<file path="src/rtl/logging_bram_arb.sv">
// Two-master Wishbone arbiter in front of a single BRAM port: m0 is the write-only logger, m1 the read window.
// Optional watchdog abort of stalled strobes is built when LOGGING_ARB_WATCHDOG_EN is defined.
module logging_bram_arb #(
  parameter int ADR_W   = 12,
  parameter int TIMEOUT = 16
) (
  input  logic             wb_clk_i,
  input  logic             wb_rst_n_i,
  input  logic             m0_cyc_i,
  input  logic             m0_stb_i,
  input  logic             m0_we_i,
  input  logic [ADR_W-1:0] m0_adr_i,
  input  logic [15:0]      m0_dat_i,
  output logic             m0_ack_o,
  output logic             m0_err_o,
  input  logic             m1_cyc_i,
  input  logic             m1_stb_i,
  input  logic [ADR_W-1:0] m1_adr_i,
  output logic [15:0]      m1_dat_o,
  output logic             m1_ack_o,
  output logic             m1_err_o,
  output logic             s_cyc_o,
  output logic             s_stb_o,
  output logic             s_we_o,
  output logic [ADR_W-1:0] s_adr_o,
  output logic [15:0]      s_dat_o,
  input  logic [15:0]      s_dat_i,
  input  logic             s_ack_i,
  output logic [1:0]       gnt_o
);

  // Encoding doubles as the one-hot grant vector.
  typedef enum logic [1:0] {
    IDLE = 2'b00,
    GNT0 = 2'b01,
    GNT1 = 2'b10
  } state_t;

  state_t state_q, state_d;
  logic   last_q, last_d;   // 0 = m0 granted last, 1 = m1
  logic   abort;

  always_ff @(posedge wb_clk_i or negedge wb_rst_n_i) begin
    if (!wb_rst_n_i) begin
      state_q <= IDLE;
      last_q  <= 1'b1;
    end else begin
      state_q <= state_d;
      last_q  <= last_d;
    end
  end

  always_comb begin
    state_d = state_q;
    last_d  = last_q;
    case (state_q)
      IDLE: begin
        if (m0_cyc_i && m1_cyc_i) state_d = last_q ? GNT0 : GNT1;
        else if (m0_cyc_i)        state_d = GNT0;
        else if (m1_cyc_i)        state_d = GNT1;
      end
      GNT0: begin
        if (abort) begin
          state_d = IDLE;
          last_d  = 1'b0;
        end else if (!m0_cyc_i) begin
          state_d = m1_cyc_i ? GNT1 : IDLE;
          last_d  = 1'b0;
        end
      end
      GNT1: begin
        if (abort) begin
          state_d = IDLE;
          last_d  = 1'b1;
        end else if (!m1_cyc_i) begin
          state_d = m0_cyc_i ? GNT0 : IDLE;
          last_d  = 1'b1;
        end
      end
      default: state_d = IDLE;
    endcase
  end

  // Bus steering; an aborting cycle drops the slave strobe and swallows any ack.
  always_comb begin
    s_cyc_o  = 1'b0;
    s_stb_o  = 1'b0;
    s_we_o   = 1'b0;
    s_adr_o  = '0;
    s_dat_o  = '0;
    m0_ack_o = 1'b0;
    m0_err_o = 1'b0;
    m1_ack_o = 1'b0;
    m1_err_o = 1'b0;
    m1_dat_o = '0;
    case (state_q)
      GNT0: begin
        s_cyc_o  = m0_cyc_i & ~abort;
        s_stb_o  = m0_stb_i & ~abort;
        s_we_o   = m0_we_i & ~abort;
        s_adr_o  = m0_adr_i;
        s_dat_o  = m0_dat_i;
        m0_ack_o = s_ack_i & ~abort;
        m0_err_o = abort;
      end
      GNT1: begin
        s_cyc_o  = m1_cyc_i & ~abort;
        s_stb_o  = m1_stb_i & ~abort;
        s_adr_o  = m1_adr_i;
        m1_ack_o = s_ack_i & ~abort;
        m1_err_o = abort;
        m1_dat_o = s_dat_i;
      end
      default: ;
    endcase
  end

  assign gnt_o = state_q;

`ifdef LOGGING_ARB_WATCHDOG_EN
  localparam int               CNT_W     = $clog2(TIMEOUT + 1);
  localparam logic [CNT_W-1:0] CNT_LIMIT = CNT_W'(TIMEOUT);

  logic [CNT_W-1:0] wd_cnt_q, wd_cnt_d;

  assign abort = (state_q != IDLE) && (wd_cnt_q == CNT_LIMIT);

  always_comb begin
    wd_cnt_d = wd_cnt_q;
    if (state_q == IDLE || state_d != state_q || s_ack_i) wd_cnt_d = '0;
    else if (s_stb_o)                                       wd_cnt_d = wd_cnt_q + CNT_W'(1);
  end

  always_ff @(posedge wb_clk_i or negedge wb_rst_n_i) begin
    if (!wb_rst_n_i) wd_cnt_q <= '0;
    else             wd_cnt_q <= wd_cnt_d;
  end
`else
  assign abort = 1'b0;
`endif

endmodule

</file>
<file path="config.mk">
export PLATFORM = sky130hd
export DESIGN_NAME = logging_bram_arb
export DESIGN_NICKNAME = d
export VERILOG_FILES = /design/src/rtl/logging_bram_arb.sv
export SDC_FILE = /design/constraint.sdc
export NUM_CORES = 1
export LEC_CHECK = 0
export CAP_MARGIN = 0
export CORE_MARGIN = 2
export CORE_UTILIZATION = 21
export DETAILED_ROUTE_END_ITERATION = 12
export PLACE_DENSITY = 0.77
export SLEW_MARGIN = 20
export SYNTH_ARGS = -nofsm -noshare
export SYNTH_HDL_FRONTEND = slang
export SYNTH_SLANG_ARGS = --single-unit
</file>
<file path="constraint.sdc">
create_clock -name wb_clk_i -period 1.6 [get_ports wb_clk_i]
set_clock_uncertainty 0.1 [all_clocks]
set_input_delay 0.16 -clock wb_clk_i [delete_from_list [all_inputs] [get_ports wb_clk_i]]
set_output_delay 0.16 -clock wb_clk_i [all_outputs]
set_load 0.01 [all_outputs]
</file>
# Word level (Yosys, flattened, before mapping)
# Index checks and enable logic that the tools add are counted.
[totals] regBits=3 latchBits=0 ram_bits=0 romBits=0 inputBits=64 out_inout_bits=53 elab_cells=32 mem_count=0
[classes] addsub=0 multipliers=0 div=0 n_lt_le_gt_ge=0 n_eq_ne=5 shifts=0 n_mux=20 bitwise_logic=0 n_reduce_logical=5
[op_table] op="2-to-1 mux 16 bit" count=2
[op_table] op="case mux 12 bit (2 select lines)" count=1
[op_table] op="2-to-1 mux 2 bit" count=7
[op_table] op="2-to-1 mux 1 bit" count=6
[op_table] op="case mux 1 bit (2 select lines)" count=3
[op_table] op="case mux 2 bit (3 select lines)" count=1
[op_table] op="AND reduction 3 bit" count=2
[op_table] op="!= test 2 bit (second input constant)" count=2
[op_table] op="!= test 4 bit (second input constant)" count=1
[op_table] op="== test 2 x 1 -> 1 bit (second input constant)" count=1
[op_table] op="== test 2 bit (second input constant)" count=1
[op_table] op="zero test 2 bit" count=1
[op_table] op="nonzero test 2 bit" count=1
[op_table] op="logical AND 1 bit" count=1

# Longest topological paths before layout
# Gate-level depths: netlist (run 1).
[depth] depth_word=4 ltp_mapped=5 depth_no_buf=5

# Least setup slack after synthesis (run 1)
# OpenSTA, ideal clock, no wires.
[synth_timing] path_type="register to output" startpoint="reg state_q[0] (netlist: gnt_o[0])" endpoint="out s_adr_o[10]" t_arrival_ns=1.267 required_time_ns=1.340 setup_slack_ns=0.073 path_stages_with_launch=5 n_path_buf=1 cell_sequence="dfrtp_1 -> inv_1 -> ha_1 -> clkbuf_1 -> nor2b_1"
[synth_via] elab_chain_cells=2 word_cells_on_any_way=3 cone_classes="2 x eq/ne; 1 x mux"
[synth_rtl] item="start: declaration" line="39" source="state_t state_q, state_d;"
[synth_rtl] item="start signal: assignment" line="48" source="state_q <= state_d;"
[synth_rtl] item="== test 2 bit or == test 2 x 1 -> 1 bit (tied branches)" line="96" source="case (state_q)"
[synth_rtl] item="case mux 12 bit (2 select lines) *" line="96"
[synth_rtl] item="end: declaration" line="25" source="output logic [ADR_W-1:0] s_adr_o,"
# Every way passes the cells marked *; elsewhere a longest branch is shown, timed or not.

# Final worst setup path (run 1)
[layout_timing] startpoint="reg state_q[1] (netlist: gnt_o[1])" endpoint="out s_adr_o[0]"
# The elaborated chain is that of the path after synthesis.

==> results of run 1 <==
==> power groups by stage <==
stage	Clock [W]	Sequential [W]	Combinational, W
finish	0.000131	0.000184	0.00278
global placement	0	0.000153	0.00211
detailed placement	0	0.000157	0.00215
CTS	0.000138	0.000165	0.00238
floorplan	0	0.000167	0.000892
global route	0.000140	0.000191	0.00295
==> worst max-delay path, delay by kind of cell, from the launching register on <==
family / cells / cell delay, ns
AO/OA/AOI/OAI: 1 / 0.17
adder cells (fa/ha/maj): 1 / 0.15
buffers and inverters: 3 / 0.45
flip-flops: 1 / 0.44
AND/OR/NAND/NOR: 1 / 0.06
==> layout make-up <==
class,count,area (sq um)
clock buffers,4,26.28
fillers,248,860.8
inverters,4,17.52
multi-input cells,82,788.3
flip-flops and latches,3,78.83
well taps,44,55.05
repair buffers,136,1276
==> timing repair <==
item                       CTS  global route
setup endpoints to repair   51            52
buffers inserted             6             2
resized for setup          240            37
cloned                       1             1
pin swaps                    1             1
==> cell usage in the layout, fill, tap and decap left out, types with 3 or more instances in the layout <==
master                            instances
sky130_fd_sc_hd__clkdlybuf4s50_1         64
sky130_fd_sc_hd__buf_2                   28
sky130_fd_sc_hd__buf_6                   26
sky130_fd_sc_hd__and2_1                  18
sky130_fd_sc_hd__and2_4                  18
sky130_fd_sc_hd__nor2b_1                 12
sky130_fd_sc_hd__a22oi_2                 11
sky130_fd_sc_hd__buf_4                   10
sky130_fd_sc_hd__ha_4                     5
sky130_fd_sc_hd__a21oi_1                  3
sky130_fd_sc_hd__clkbuf_4                 3
sky130_fd_sc_hd__clkdlybuf4s15_2          3
sky130_fd_sc_hd__buf_12                   3
==> registers in the layout (all words and copies together) (netlist names) <==
name and count:
gnt_o 2, last_q 1
==> path summary, 6_finish.rpt <==
kind                                   end  slack (ns)
max in group asynchronous           last_q        1.17
min in group wb_clk_i               last_q        0.46
worst min-delay path              gnt_o[1]        0.01
worst max-delay path            s_adr_o[0]       -0.15
worst max register to register    gnt_o[1]       -0.02
worst min register to register      last_q        0.46
==> per-layer routing <==
layer	GRT usage	wire length [microns]	vias to the layer above
met4	0.03647	0	0
li1	-	-	590
met5	0	0	-
met2	0.4105	2448	61
met3	0.02941	348	0
met1	0.2115	1513	579
==> stage by stage <==
step                cells  setup WS, ns  power, W  area (sq um)    util
floorplan              97       0.07277  0.001059         698.2       -
global placement      259       -0.2546  0.002260          1982  0.6387
detailed placement    259       -0.3345  0.002312          1982  0.6387
CTS                   270       -0.1442  0.002683          2048  0.6601
global route          273       -0.1993  0.003286          2242  0.7226
finish                273       -0.1540  0.003095          2242  0.7226
==> kinds of logic (layout without fill, tap and decap cells) <==
logic type / count (synthesis) / count (layout) / synth area share
buf+inv: 12 / 144 / 0.07926
compound gates: 22 / 22 / 0.2270
fa+ha+maj: 5 / 5 / 0.09009
other cells: 1 / 2 / 0.005400
simple gates: 52 / 52 / 0.4739
mux: 1 / 1 / 0.01441
flops: 3 / 3 / 0.1099
==> out/qor.txt, run 1 <==
================================================================================
Result of the run                                                   finished with violations
Violations in the final reports                                     setup timing
Hold bufs inserted after CTS                                                   0
Sw Ratio                                                                  0.4025
Via density per instance                                                   4.505
Boundary Pins                                                                117
Cell accounting for the most synthesized area                       sky130_fd_sc_hd__and2_1
Peak ir drop on the vdd network                                         1.228 mV
Worst-path fanout max                                                         14
Netlist cell types                                                            20
Total clock sinks                                                              3
Detailed placer's ending HPWL                                       2893 microns
Hold_ws                                                               0.01168 ns
Total number of vias                                                       1,230
Power Density                                                       1380 nW/um^2
Sequence of cells on the critical path                              buf_4, ha_4, buf_12, a22oi_2, nor2b_2, buf_2
Synth top area share                                                      0.3243
Placeable core region                                                 3103 sq um
Crit path time final                                                    1.754 ns
GRT Resource Usage Total                                                  0.2001
Fraction of layout instances using a drive strength above 1               0.5240
Final TNS setup                                                        -3.634 ns
Synth warn                                                                     0
Global-route wire length before repair                              5747 microns
Startpoint class of the critical path                                       flop
DIE HEIGHT                                                          61.51 microns
Post-route DRC                                                                 0
Clock transition at path regs                                            0.04 ns
Average instance area after synthesis                                7.234 sq um
CTS Root Buffer Type                                                sky130_fd_sc_hd__clkbuf_4
Number of instances in the synthesized netlist                                96
Type of destination of the critical path                              output pin
Worst min-delay path category                                           in2async
Register area share after synthesis                                       0.1099
Count of pins over their slew limit                                            0
Max Fclk                                                               570.1 MHz
Origin of the worst setup path                                          gnt_o[1]
Cell types occupying the most area after synthesis                  sky130_fd_sc_hd__and2_1 (32%), sky130_fd_sc_hd__a22oi_1 (14%), sky130_fd_sc_hd__nor2b_1 (12%)
Routed wire length per instance                                     15.79 microns
Number of flops mapped to enable cells by yosys                                0
Combinational power share                                                  0.898
Crit path DAT                                                            1.49 ns
Clk_lat worst skew                                                       0.23 ns
Largest net degree at the start of global routing                             24
Final setup viols                                                             43
Post-route worst setup slack                                          -0.1540 ns
Required @ worst endpoint                                                1.34 ns
First-pass detailed-route iteration total                                      4
Int Pwr                                                               0.001849 W
Number of rows in the core area                                               20
Most frequently used cell type in the post-synthesis netlist        sky130_fd_sc_hd__and2_1
Starting DRT DRC Count                                                        20
Total global routing overflow                                                  0
Share of synthesized flip-flops with an asynchronous set or reset          1.000
Type of the setup path with the least slack                              reg2out
Effective utilization at floorplan                                        0.2238
Number of violations of the max-capacitance limit                              0
Most instantiated flip-flop cell in the synthesis netlist           sky130_fd_sc_hd__dfrtp_1
Cell Area, Synth                                                     694.4 sq um
RSZ-0062 raised after global routing                                        true
Area enclosed by the die boundary                                     3783 sq um
Leading cell types by count after synthesis                         sky130_fd_sc_hd__and2_1 (36), sky130_fd_sc_hd__a22oi_1 (13), sky130_fd_sc_hd__nor2b_1 (13)
Standby leakage power                                                   1.004 nW
Final Wtd Congestion                                                      0.7771
Beginning of the worst register-to-register path                        gnt_o[1]
Crit share post-route                                                      1.096
Switching component of the power                                      0.001246 W
Initial antenna violation count                                                0
Horiz. Die Dim                                                      61.51 microns
Nets@finish                                                                  299
Number of synthesized register bits                                            3
Number of port buffers                                                       114
Share of total power in sequential cells                                   0.060
Number of global-route vias before repair                                  1,239
Clock network fraction of design power                                     0.042
Clock tree from TritonCTS                                                   done
Final count of hold timing violations                                          0
Synthesis-to-layout area growth                                           222.9%
Total CTS buffers                                                              3
ANT nets after route                                                           0
Maximum cell stage delay along the critical path                         0.44 ns
CTS H-tree depth                                                               1
Diodes inserted                                                                0
Number of cell instances on the worst register-to-register path                5
Maximum buffer depth of the clock tree                                         2
Crit-path slowest cell                                              sky130_fd_sc_hd__dfrtp_2
Wire length after detailed routing                                  4310 microns
================================================================================
Note: power is estimated with default switching activity, not from simulation.
==> run 2, diff against run 1 <==
--- a/config.mk
+++ b/config.mk
@@ -5,11 +5,12 @@
 export SDC_FILE = /design/constraint.sdc
 export NUM_CORES = 1
 export LEC_CHECK = 0
+export ABC_AREA = 1
 export CAP_MARGIN = 0
 export CORE_MARGIN = 2
-export CORE_UTILIZATION = 21
+export CORE_UTILIZATION = 24
 export DETAILED_ROUTE_END_ITERATION = 12
-export PLACE_DENSITY = 0.77
+export PLACE_DENSITY = 0.8
 export SLEW_MARGIN = 20
 export SYNTH_ARGS = -nofsm -noshare
 export SYNTH_HDL_FRONTEND = slang
==> out/qor.txt, run 2 <==
================================================================================
Post-route DRC                                                                 0
Reg2Reg Setup Slack                                                      0.03 ns
Maximum buffer depth of the clock tree                                         2
Required @ worst endpoint                                                1.34 ns
Synthesis-to-layout area growth                                           192.8%
Worst-path fanout max                                                          5
Initial antenna violation count                                                0
Cell types occupying the most area after synthesis                  sky130_fd_sc_hd__nand2_1 (35%), sky130_fd_sc_hd__inv_1 (19%), sky130_fd_sc_hd__a21oi_1 (8.2%)
Beginning of the worst register-to-register path                        gnt_o[0]
Routed length on met2                                               2208 microns
Clock transition at path regs                                            0.03 ns
Crit path DAT                                                            1.63 ns
Total number of vias                                                       1,393
Startpoint class of the critical path                                       flop
Int Pwr                                                               0.001754 W
Final count of hold timing violations                                          0
Sw Ratio                                                                  0.4500
Global-route wire length before repair                              5651 microns
Share of total power in sequential cells                                   0.044
Wire length the detailed router placed on met1                      1638 microns
Share of synthesized flip-flops with an asynchronous set or reset          1.000
Average instance area after synthesis                                5.005 sq um
Violations in the final reports                                     setup timing
Post-placement cell count                                                    319
Hold bufs inserted after CTS                                                   0
Wire length after detailed routing                                  4214 microns
Crit-path slowest cell                                              sky130_fd_sc_hd__dfrtp_1
Most frequently used cell type in the post-synthesis netlist        sky130_fd_sc_hd__nand2_1
Detailed placer's ending HPWL                                       2934 microns
Final Wtd Congestion                                                      0.7713
Clk_lat worst skew                                                       0.24 ns
Boundary Pins                                                                117
Number of cell instances on the worst register-to-register path               12
Crit share post-route                                                      1.179
Diodes inserted                                                                0
Via density per instance                                                   4.073
Combinational power share                                                  0.913
Count of pins over their slew limit                                            0
Synth warn                                                                     0
Total global routing overflow                                                  0
Clock network fraction of design power                                     0.043
Fill cell instance count of the final layout                                 252
Type of destination of the critical path                              output pin
Horiz. Die Dim                                                      61.58 microns
Cell Area, Synth                                                     795.8 sq um
GRT Resource Usage Total                                                  0.2005
Top Layer Used                                                              met4
Number of rows in the core area                                               20
Final TNS setup                                                        -4.563 ns
Result of the run                                                   finished with violations
Final standard cell count with taps included and fillers excluded            342
Total CTS buffers                                                              3
Most common cell after layout, fill and taps aside                  sky130_fd_sc_hd__clkdlybuf4s50_1
Type of the setup path with the least slack                              reg2out
CTS Root Buffer Type                                                sky130_fd_sc_hd__clkbuf_4
Crit path time final                                                    1.886 ns
Standby leakage power                                                   1.363 nW
Share of the core filled with cells                                       0.7508
RSZ-0062 raised after global routing                                        true
Cell accounting for the most synthesized area                       sky130_fd_sc_hd__nand2_1
Routed wire length per instance                                     12.32 microns
Maximum cell stage delay along the critical path                         0.38 ns
CTS H-tree depth                                                               1
Hold_ws                                                               0.01486 ns
Netlist cell types                                                            18
Placeable core region                                                 3103 sq um
DIE HEIGHT                                                          61.58 microns
Number of violations of the max-capacitance limit                              0
Nets@finish                                                                  368
Largest net degree at the start of global routing                             22
Number of global-route vias before repair                                  1,241
Final setup viols                                                             41
Number of instances in the synthesized netlist                               159
Starting DRT DRC Count                                                        64
Switching component of the power                                      0.001435 W
Most frequent cells in the layout                                   sky130_fd_sc_hd__clkdlybuf4s50_1 (64), sky130_fd_sc_hd__nand2_1 (56), sky130_fd_sc_hd__buf_2 (32), sky130_fd_sc_hd__inv_1 (28), sky130_fd_sc_hd__buf_6 (25)
Flip-flop count of the largest register after layout                           2
Worst min-delay path category                                           in2async
Clock tree from TritonCTS                                                   done
Fraction of layout instances using a drive strength above 1               0.4597
Post-route worst setup slack                                          -0.2861 ns
Leading cell types by count after synthesis                         sky130_fd_sc_hd__nand2_1 (75), sky130_fd_sc_hd__inv_1 (40), sky130_fd_sc_hd__a21oi_1 (13)
Max Fclk                                                               530.2 MHz
Synth top area share                                                      0.3538
Power Density                                                       1369 nW/um^2
WL met3                                                              300 microns
Area enclosed by the die boundary                                     3792 sq um
Register area share after synthesis                                      0.09591
Sequence of cells on the critical path                              inv_2, ha_4, clkinvlp_4, buf_4, a21oi_1, buf_2
Total clock sinks                                                              3
Number of synthesized register bits                                            3
First-pass detailed-route iteration total                                      4
Peak ir drop on the vdd network                                         1.346 mV
Number of flops mapped to enable cells by yosys                                0
Number of port buffers                                                       114
ANT nets after route                                                           0
Reg-to-reg critical path endpoint                                       gnt_o[0]
Effective utilization at floorplan                                        0.2565
Most instantiated flip-flop cell in the synthesis netlist           sky130_fd_sc_hd__dfrtp_1
================================================================================
[run 2: changes by cell type in the layout (fill, tap and decap cells not counted), moves of 12 or more]
cell / change
sky130_fd_sc_hd__inv_2: +12
sky130_fd_sc_hd__nand2_2: +12
sky130_fd_sc_hd__and2_4: -18
sky130_fd_sc_hd__nand2_1: +56
sky130_fd_sc_hd__inv_1: +26
sky130_fd_sc_hd__and2_1: -18
sky130_fd_sc_hd__nor2b_1: -12
[run 2: metrics by stage]
step	setup slack (ns)	area [sq um]	power (W)
global placement	-0.2701	2056	0.002207
floorplan	0.1081	799.5	0.001116
finish	-0.2861	2330	0.003188
global route	-0.3258	2330	0.003429
detailed placement	-0.3479	2056	0.002238
CTS	-0.1840	2136	0.002822
[run 2: worst max-delay path by stage]
stage	start	to	cells after the start
after floorplan	gnt_o[0]	s_adr_o[10]	5
after global placement	gnt_o[0]	s_cyc_o	5
after detailed placement	gnt_o[0]	s_adr_o[11]	5
after CTS	gnt_o[0]	s_adr_o[7]	6
after global routing	gnt_o[0]	s_adr_o[3]	6
final	gnt_o[0]	s_adr_o[3]	6
[run 2: logic make-up (layout without fill, tap and decap cells)]
kind of cell | after synthesis | count (layout) | synth area share
buf+inv | 52 | 190 | 0.2893
simple gates | 84 | 84 | 0.4434
other cells | 1 | 2 | 0.004712
compound gates | 14 | 14 | 0.08804
fa+ha+maj | 5 | 5 | 0.07862
flops | 3 | 3 | 0.09592
[run 2: timing repair]
item	4_1_cts	5_1_grt
buffers inserted	14	3
resized for setup	239	45
endpoints found under the setup margin	49	51
pin swaps	3	1
gates cloned	3	0
endpoints found under the hold margin	0	0
[run 2: power by group through the flow]
| stage | clock, W | combinational (W) | sequential (W) |
|---|---|---|---|
| 3_3_place_gp | 0 | 0.00207 | 0.000134 |
| 3_5_place_dp | 0 | 0.00210 | 0.000138 |
| 2_1_floorplan | 0 | 0.000957 | 0.000159 |
| 5_1_grt | 0.000156 | 0.00313 | 0.000145 |
| 6_report | 0.000137 | 0.00291 | 0.000141 |
| 4_1_cts | 0.000147 | 0.00254 | 0.000140 |
[run 2: metal layers]
| metal | global-route usage | up-vias |
|---|---|---|
| met5 | 0 | - |
| met4 | 0.08815 | 0 |
| met1 | 0.2178 | 603 |
| met2 | 0.3805 | 63 |
| met3 | 0.02731 | 8 |
| li1 | - | 719 |
[run 2: worst max-delay path, delay by kind of cell, from the launching register on]
family | cells | cell delay (ns)
compound gates | 1 | 0.15
buf+inv | 4 | 0.55
flops | 1 | 0.38
fa+ha+maj | 1 | 0.30
[run 2: cell type report]
type,instances,area [sq um],area share
timing repair buffer,143,1326,0.5693
multi-input combinational,105,676.9,0.2905
inverter,42,161.4,0.06928
timing repair inverter,1,7.507,0.003222
tap,44,55.05,0.02363
sequential,3,76.32,0.03276
clock buffer,4,26.28,0.01128
